[config.mk]
export PLATFORM = sky130hd
export DESIGN_NAME = csa_resolve
export DESIGN_NICKNAME = d
export VERILOG_FILES = /design/src/rtl/csa_resolve_pkg.sv /design/src/rtl/csa_resolve_cpa_chunk32.sv /design/src/rtl/csa_resolve.sv
export SDC_FILE = /design/constraint.sdc
export NUM_CORES = 2
export LEC_CHECK = 0
export BUFFER_PORTS_ARGS = -buffer_cell sky130_fd_sc_hd__buf_2
export CAP_MARGIN = 5
export CORE_AREA = 2 2 303 305
export CTS_BUF_LIST = sky130_fd_sc_hd__clkbuf_4 sky130_fd_sc_hd__clkbuf_8
export CTS_CLUSTER_DIAMETER = 30
export DETAILED_ROUTE_END_ITERATION = 10
export DIE_AREA = 0 0 305 307
export GPL_TIMING_DRIVEN = 0
export HOLD_SLACK_MARGIN = 0.1
export SLEW_MARGIN = 25
export SYNTH_ARGS = -nofsm -noshare
export SYNTH_HDL_FRONTEND = slang
export SYNTH_SLANG_ARGS = --single-unit
export TNS_END_PERCENT = 20
[constraint.sdc]
create_clock -name clk_i -period 11.55 [get_ports clk_i]
set_clock_uncertainty 0.15 [all_clocks]
set_input_delay 1.155 -clock clk_i [delete_from_list [all_inputs] [get_ports clk_i]]
set_output_delay 1.155 -clock clk_i [all_outputs]
set_load 0.02 [all_outputs]
[src/rtl/csa_resolve_pkg.sv]
// Shared types and lane helpers for the carry-save resolver.
// Lane geometry is expressed in 32-bit chunks so any future resolver can reuse it.
package csa_resolve_pkg;

  localparam int LEN   = 256;
  localparam int CHUNK = 32;
  localparam int NCH   = LEN / CHUNK;

  typedef logic [LEN-1:0] prng_t;
  typedef logic [NCH-1:0][CHUNK-1:0] prng_split32_t;

  // Packed so that is64 lands on bit 0 of the 3-bit width flags.
  typedef struct packed {
    logic is256;
    logic is128;
    logic is64;
  } width_t;

  typedef enum logic [1:0] {
    IDLE,
    RUN,
    DONE
  } resolve_state_t;

  function automatic logic lane_start(width_t w, logic [2:0] k);
    logic start;
    start = 1'b1;
    if (w.is256) begin
      start = (k == 3'd0);
    end else if (w.is128) begin
      start = (k[1:0] == 2'd0);
    end else if (w.is64) begin
      start = (k[0] == 1'b0);
    end
    return start;
  endfunction

  // Clears the shifted-in carry bit at each lane start so a lane's top sc bit is dropped.
  function automatic prng_t resolve_addend_mask(width_t w);
    prng_t mask;
    mask = '1;
    for (int k = 0; k < NCH; k++) begin
      mask[CHUNK*k] = ~lane_start(w, 3'(k));
    end
    return mask;
  endfunction

endpackage

[src/rtl/csa_resolve_cpa_chunk32.sv]
// One 32-bit carry-propagate slice; block_cin suppresses the incoming carry at lane starts.
module cpa_chunk32 (
  input  logic [31:0] a,
  input  logic [31:0] b,
  input  logic        cin,
  input  logic        block_cin,
  output logic [31:0] s,
  output logic        cout
);

  logic [32:0] sum;

  assign sum  = {1'b0, a} + {1'b0, b} + {32'd0, cin & ~block_cin};
  assign s    = sum[31:0];
  assign cout = sum[32];

endmodule

[src/rtl/csa_resolve.sv]
// Iterative carry-save resolver: collapses (ps, sc) into per-lane binary sums,
// one 32-bit chunk per cycle, then holds the result until the consumer takes it.
module csa_resolve
  import csa_resolve_pkg::*;
(
  input  logic           clk_i,
  input  logic           rst_n_i,
  input  logic           in_valid_i,
  output logic           in_ready_o,
  input  logic [LEN-1:0] ps_i,
  input  logic [LEN-1:0] sc_i,
  input  logic [2:0]     width_i,
  output logic           out_valid_o,
  input  logic           out_ready_i,
  output logic [LEN-1:0] res_o
);

  resolve_state_t state_q, state_d;
  prng_t          ps_q, ps_d;
  prng_t          b_q, b_d;
  prng_t          res_q, res_d;
  width_t         w_q, w_d;
  logic [2:0]     cnt_q, cnt_d;
  logic           carry_q, carry_d;
  logic           out_valid_q, out_valid_d;
  logic           in_ready_q, in_ready_d;

  prng_split32_t  ps_split, b_split, res_split;
  logic [31:0]    chunk_sum;
  logic           chunk_cout;

  assign ps_split = prng_split32_t'(ps_q);
  assign b_split  = prng_split32_t'(b_q);

  cpa_chunk32 u_cpa (
    .a         (ps_split[cnt_q]),
    .b         (b_split[cnt_q]),
    .cin       (carry_q),
    .block_cin (lane_start(w_q, cnt_q)),
    .s         (chunk_sum),
    .cout      (chunk_cout)
  );

  always_comb begin
    state_d     = state_q;
    ps_d        = ps_q;
    b_d         = b_q;
    w_d         = w_q;
    cnt_d       = cnt_q;
    carry_d     = carry_q;
    res_d       = res_q;
    out_valid_d = out_valid_q;
    in_ready_d  = in_ready_q;
    res_split   = prng_split32_t'(res_q);
    case (state_q)
      IDLE: begin
        if (in_valid_i && in_ready_q) begin
          ps_d       = ps_i;
          b_d        = (sc_i << 1) & resolve_addend_mask(width_t'(width_i));
          w_d        = width_t'(width_i);
          cnt_d      = 3'd0;
          carry_d    = 1'b0;
          in_ready_d = 1'b0;
          state_d    = RUN;
        end
      end
      RUN: begin
        res_split[cnt_q] = chunk_sum;
        res_d            = prng_t'(res_split);
        carry_d          = chunk_cout;
        cnt_d            = cnt_q + 3'd1;
        if (cnt_q == 3'd7) begin
          out_valid_d = 1'b1;
          state_d     = DONE;
        end
      end
      DONE: begin
        if (out_ready_i) begin
          out_valid_d = 1'b0;
          in_ready_d  = 1'b1;
          state_d     = IDLE;
        end
      end
      default: begin
        state_d = IDLE;
      end
    endcase
  end

  // An abandoned pair leaves no trace: everything returns to its idle value.
  always_ff @(posedge clk_i or negedge rst_n_i) begin
    if (!rst_n_i) begin
      state_q     <= IDLE;
      ps_q        <= '0;
      b_q         <= '0;
      w_q         <= '0;
      cnt_q       <= 3'd0;
      carry_q     <= 1'b0;
      res_q       <= '0;
      out_valid_q <= 1'b0;
      in_ready_q  <= 1'b1;
    end else begin
      state_q     <= state_d;
      ps_q        <= ps_d;
      b_q         <= b_d;
      w_q         <= w_d;
      cnt_q       <= cnt_d;
      carry_q     <= carry_d;
      res_q       <= res_d;
      out_valid_q <= out_valid_d;
      in_ready_q  <= in_ready_d;
    end
  end

  assign in_ready_o  = in_ready_q;
  assign out_valid_o = out_valid_q;
  assign res_o       = res_q;

endmodule

======== Word level (Yosys, flattened, before mapping) ========
Cells that the tools add are included.
operators by class
  add/sub/neg operators ................... 3
  order comparisons ....................... 2
  eq/ne operators ......................... 6
  mux-type cells .......................... 37
  bitwise logic cells ..................... 8
  reductions and logical operators ........ 13
operators by type and width
  kind                   count
  $and A256 B256 Y256    1
  $bwmux W256            1
  $bmux W32 S3           2
  $demux W32 S3          1
  $mux W32               3
  $add A32 B32 Y33       1
  $add A33 B1 Y33        1
  $mux W1                21
  $reduce_and A3 Y1      3
  $mux W2                3
  $ne A2 B2 Y1 const B   3
  $not A1 Y1             6
  $pmux W1 S2            3
  $pmux W2 S3            1
  $pmux W3 S2            1
  $reduce_bool A2 Y1     3
  $logic_not A2 Y1       2
  $lt A3 B4 Y1 const B   1
  $reduce_and A2 Y1      2
  $add A3 B1 Y3 const B  1
  $eq A3 B3 Y1 const B   1
  $ge A3 B1 Y1 const B   1
  $logic_not A3 Y1       1
  $mux W3                1
  4 further kinds        5
word-level totals
  register bits ........................... 779
  logic and storage cells ................. 80

======== Depth between registers and ports, before layout ========
  word-level depth ........................ 8
  mapped depth ............................ 18
  mapped depth without buffers ............ 14

======== Hierarchy ========
Synthesis repeated with hierarchy kept, for this count alone.
second synthesis, totals
  cell total of the unflattened synthesis .. 3273
  area, all modules ....................... 34805.9 µm²
by module, submodules not included
  module       times used  cells each  area each (µm²)
  csa_resolve  1           2996        32895.3
  cpa_chunk32  1           277         1910.6

======== Least setup slack after synthesis ========
No wires, ideal clock.
  kind .................................... register to register
  from .................................... register cnt_q[2]
  to ...................................... register res_q[252], in the netlist res_o[252]
  library setup time ...................... 0.150 ns
  data arrival time ....................... 4.014 ns
  data required time ...................... 11.250 ns
  slack ................................... 7.236 ns
  stages on the path, launching flop included .. 16
  clock period less this slack ............ 4.314 ns
  cells stage by stage .................... dfrtp_1 clkbuf_1 buf_1 buf_1 mux2i_1 nand2_1 nand3_1 fa_1 fa_1 nand2b_1 a21oi_1 o21ai_1 a31oi_1 a21oi_1 mux2i_1 o22ai_1
between the ends
  longest elaborated chain between the ends .. 6
ends and longest elaborated chain
  element                                                                   line                source
  start: declaration                                                        csa_resolve.sv:23   logic [2:0] cnt_q, cnt_d;
  start signal: assignment                                                  csa_resolve.sv:107  cnt_q <= cnt_d;
  parallel branches: the longest is 5 deep, another holds $add A32 B32 Y33  --
  $bwmux W256 *                                                             csa_resolve.sv:68   res_split[cnt_q] = chunk_sum;
  end signal: assignment                                                    csa_resolve.sv:109  res_q <= res_d;
  end: declaration                                                          csa_resolve.sv:21   prng_t res_q, res_d;
Mark *: on every way between the ends. The select of a mux whose other input is x is not followed.
A chain may end at the register's enable or synchronous reset.

======== Worst setup path after layout ========
  from .................................... register cnt_q[1]
  to ...................................... register res_q[88], in the netlist res_o[88]
between the ends
  longest elaborated chain between the ends .. 7
ends and longest elaborated chain
  element                                                                   line
  parallel branches: the longest is 6 deep, another holds $add A32 B32 Y33  --
  $bwmux W256 *                                                             csa_resolve.sv:68
Marks and branches as above.

==> results.md <==
- Antenna viol nets, final: 0
- Core area: 0.0907 mm2
- First-pass GRT wire length: between 200000 and 250000 um
- Routed via count divided by cell count: around 5.3
- Arrival time worst endpoint: 7450 ps
- Data required time at the worst endpoint: approximately 12000 ps
- Storage cell area: 0.0195 mm2
- Unrepaired setup endpoints after global routing: no
- Clk Tree Root Cell: sky130_fd_sc_hd__clkbuf_8
- Post-synthesis instance total: between 3000 and 4000
- Post-detailed-route DRC marker count: 0
- Critical Path Fanout Max: 10
- Kind of start point of the critical path: flop
- Reg-to-reg slack, setup: 4610 ps
- Syn Nets: ~4200
- Overall power: 6.61 mW
- Placed instance count: about 5600
- Post-cts repair resize count: 0
- Vias in the first global route: 32134
- Post-layout net count: 5150
- Count of endpoints failing setup in the final report: 0
- Share of layout cells above drive strength 1: 30.0%
- Worst setup path startpoint: cnt_q[1]$_DFFE_PN0P_
- Worst ir drop on vdd: 0.101 mV
- First-pass DRT Iterations: 5
- Async set-or-reset flop fraction in the synthesized netlist: 100%
- Transition time at the pin with the least slew margin: 1160 ps
- Final number of hold-violating endpoints: 0
- Number of antenna violations at the first check in global routing: 57
- TritonCTS Buffers: 182
- Overall die area: 0.0936 mm2
- CTS tree: yes
- Ys flop type: sky130_fd_sc_hd__dfrtp_1
- Post-synthesis average cell area: ~9.6 um2
- Register bit total from synthesis: 778
- Area taken by multi-input logic gates: about 0.015 mm2
- First DRT Iteration DRCs: 2736
- Share of the clock period used by the worst path: 60.1%
- Summed instance area of the synthesized netlist: between 0.03 and 0.04 mm2
- Clock input transition at the sequential cells of the worst setup and hold paths: 50 ps
- Maximum number of pins on one net before global-route repair: 120
- Post CTS Setup Buffer Count: 0
- FF-to-FF Start: cnt_q[1]$_DFFE_PN0P_
- Number of flops mapped to enable cells by yosys: 0
- CTS H-Tree Depth: 4
- Final RePlAce weighted congestion: 0.918
- Class of the tightest hold or removal check: flop to flop
- Total of max-cap violations: 0
- Worst Reg-to-Reg Cells: 14
- Overall global routing resource usage: around 32%
- Die Wd: between 300 and 400 um
- Cell Pwr Density: 147 mW/mm2
- Standard-cell row count: 111
- Achievable Freq: about 0.14 GHz
- Seq/Total Area, Yosys: 55.7%
- I/O Buffers: 775
- Number of hold-repair buffers added at the cts stage: 1
- Die Height: between 300 and 400 um
- Num ports: just under 800
- Leakage component of the power: 24.5 nW
- Final design utilization: 49.7%
- Tightest hold margin: 316 ps
- Final Non-Filler Cells: ~6000
- Synthesis-to-layout area growth: 28.9%
- Run status: finished, final reports clean
- Distinct cell type count of the synthesized netlist: 68
- Clock sink count: 778
- Global-route congestion overflow total: 0
- DPL Wire Length: approximately 120000 um
- Final worst path period need: 6940 ps
- RR Endpoint: res_o[88]$_DFFE_PN0P_
- Yosys warning count: 0
- Maximum buffer depth of the clock tree: 3
- Initial Util: 38.6%
- Final routed wirelength across all metal layers: roughly 150000 um
- CP Class: flop to flop
- Worst relative slew slack: 22.4%
- Later-pin clock latency in the skew report: 850 ps
- CP endpoint kind: flop
- Fill cell instance count of the final layout: 8715
- Total via count after detailed routing: 31372
- Routed wire per std cell: 25.4 um
- CP endpoint: res_o[88]$_DFFE_PN0P_
- Number of max-slew violations in the final report: 0
[critical path: stages (launching register included)]
cell                       delay, ps
sky130_fd_sc_hd__dfrtp_1         380
sky130_fd_sc_hd__clkbuf_1        630
sky130_fd_sc_hd__buf_1           810
sky130_fd_sc_hd__buf_2           610
sky130_fd_sc_hd__mux4_2          300
sky130_fd_sc_hd__mux2i_1         100
sky130_fd_sc_hd__fa_1            540
sky130_fd_sc_hd__fa_1            490
sky130_fd_sc_hd__nand2b_1        190
sky130_fd_sc_hd__a21oi_1         210
sky130_fd_sc_hd__o21ai_1         240
sky130_fd_sc_hd__a31oi_1         600
sky130_fd_sc_hd__a21oi_1         330
sky130_fd_sc_hd__xor2_1          920
sky130_fd_sc_hd__o21ai_0         220
[worst min-delay path by stage]
stage                          start  depth (start not counted)               endpoint
2_1_floorplan   b_q[193]$_DFFE_PN0P_                          2   b_q[193]$_DFFE_PN0P_
3_3_place_gp   ps_q[252]$_DFFE_PN0P_                          2  ps_q[252]$_DFFE_PN0P_
3_5_place_dp   ps_q[195]$_DFFE_PN0P_                          2  ps_q[195]$_DFFE_PN0P_
4_1_cts                    ps_i[196]                          3  ps_q[196]$_DFFE_PN0P_
5_1_grt                      ps_i[5]                          3    ps_q[5]$_DFFE_PN0P_
6_report       ps_q[247]$_DFFE_PN0P_                          2  ps_q[247]$_DFFE_PN0P_
[placed cells by master (no fill, tap or decap), types with 6 or more instances in the layout]
cell type                    instances
sky130_fd_sc_hd__nand2_1          1760
sky130_fd_sc_hd__buf_2             797
sky130_fd_sc_hd__dfrtp_1           777
sky130_fd_sc_hd__clkbuf_8          209
sky130_fd_sc_hd__o21ai_0           203
sky130_fd_sc_hd__clkbuf_1          184
sky130_fd_sc_hd__mux4_2            126
sky130_fd_sc_hd__mux2_2            102
sky130_fd_sc_hd__nor2_1             69
sky130_fd_sc_hd__a21oi_1            53
sky130_fd_sc_hd__nand3_1            45
sky130_fd_sc_hd__clkbuf_4           35
sky130_fd_sc_hd__clkinv_2           35
sky130_fd_sc_hd__ha_1               34
sky130_fd_sc_hd__diode_2            28
sky130_fd_sc_hd__bufinv_16          22
sky130_fd_sc_hd__o31ai_1            18
sky130_fd_sc_hd__clkinvlp_4         17
sky130_fd_sc_hd__a21o_1             12
sky130_fd_sc_hd__o211ai_1           12
sky130_fd_sc_hd__xnor2_2            12
sky130_fd_sc_hd__inv_1              11
sky130_fd_sc_hd__o22ai_1             9
sky130_fd_sc_hd__a22oi_1             9
sky130_fd_sc_hd__buf_1               8
sky130_fd_sc_hd__clkbuf_2            8
sky130_fd_sc_hd__nor3_1              8
sky130_fd_sc_hd__o2111ai_1           8
sky130_fd_sc_hd__or4_1               8
sky130_fd_sc_hd__mux2i_1             7
sky130_fd_sc_hd__nor2b_1             7
sky130_fd_sc_hd__clkinv_4            7
sky130_fd_sc_hd__buf_16              7
sky130_fd_sc_hd__a31oi_1             6
sky130_fd_sc_hd__nand2b_1            6
[logic make-up (layout without fill, tap and decap cells)]
group	after synthesis	in the layout	synth area share, %
AO/OA/AOI/OAI	379	379	6.70
flip-flops	778	778	55.7
AND/OR/NAND/NOR	1938	1938	21.5
buffers and inverters	238	1356	2.70
adder cells (fa/ha/maj)	36	36	1.33
multiplexers	236	236	11.6
other	0	28	0
XOR/XNOR	20	20	0.501
[registers in the layout (all words and copies together), names as in the netlist]
| signal | cells |
|---|---|
| state_q | 2 |
| b_q | 255 |
| w_q | 3 |
| out_valid_o | 1 |
| in_ready_o | 1 |
| ps_q | 256 |
| cnt_q | 3 |
| res_o | 256 |
| carry_q | 1 |
[area by class of cell]
type | count | area share (%)
well taps | 1186 | 3.29
diodes | 28 | 0.155
inverters | 11 | 0.0916
clock buffers | 244 | 6.96
flip-flops and latches | 778 | 43.2
multi-input cells | 2609 | 32.6
repair buffers | 786 | 9.15
plain buffers | 227 | 2.04
clock inverters | 88 | 2.47
[metal layers]
| layer | track usage (%) | share of wire (%) |
|---|---|---|
| met1 | 38.7 | 38 |
| met2 | 53.5 | 48 |
| met3 | 8.64 | 8.9 |
| met4 | 15.3 | 4.8 |
| met5 | 0 | 0.20 |
[cells in the mapped netlist, drive strengths merged (2+ instances only)]
library cell | count | area (um2)
a2111oi | 3 | 63.8
a211oi | 2 | 15.0
a21o | 12 | 90.1
a21oi | 56 | 292
a221oi | 2 | 23.8
a22o | 5 | 43.8
a22oi | 9 | 67.6
a311oi | 2 | 30.0
a31oi | 6 | 37.5
and2 | 6 | 41.3
and3 | 5 | 31.3
buf | 37 | 189
clkbuf | 190 | 713
dfrtp | 777 | 19400
fa | 2 | 40.0
ha | 34 | 425
inv | 11 | 41.3
mux2 | 102 | 1150
mux2i | 8 | 80.1
mux4 | 126 | 2840
nand2 | 1760 | 6610
nand2b | 6 | 37.5
nand3 | 45 | 225
nand4 | 5 | 31.3
nor2 | 69 | 259
nor2b | 7 | 43.8
nor3 | 12 | 70.1
nor3b | 2 | 15.0
nor4 | 3 | 18.8
o2111ai | 10 | 100
o211ai | 14 | 124
o21a | 5 | 37.5
o21ai | 206 | 1030
o21bai | 6 | 48.8
o22ai | 9 | 56.3
o311ai | 8 | 92.6
o31ai | 18 | 135
or2 | 3 | 18.8
or3 | 3 | 18.8
or4 | 8 | 60.1
xnor2 | 14 | 123
xor2 | 6 | 52.6
[power by group]
group	switching (mW)	total [mW]	internal (mW)
sequential	0	2.73	2.73
clock	1.42	3.69	2.28
combinational	0.114	0.185	0.0714
total	1.53	6.61	5.08
[stage by stage]
stage	TNS (ps)	cell area (um2)	setup WS, ps
floorplan	0	35000	7240
global placement	-6233800	40300	-8190
detailed placement	0	40700	4550
CTS	0	45000	4540
global route	0	45000	4390
finish	0	45100	4610
Note: power is estimated with default switching activity, not from simulation.
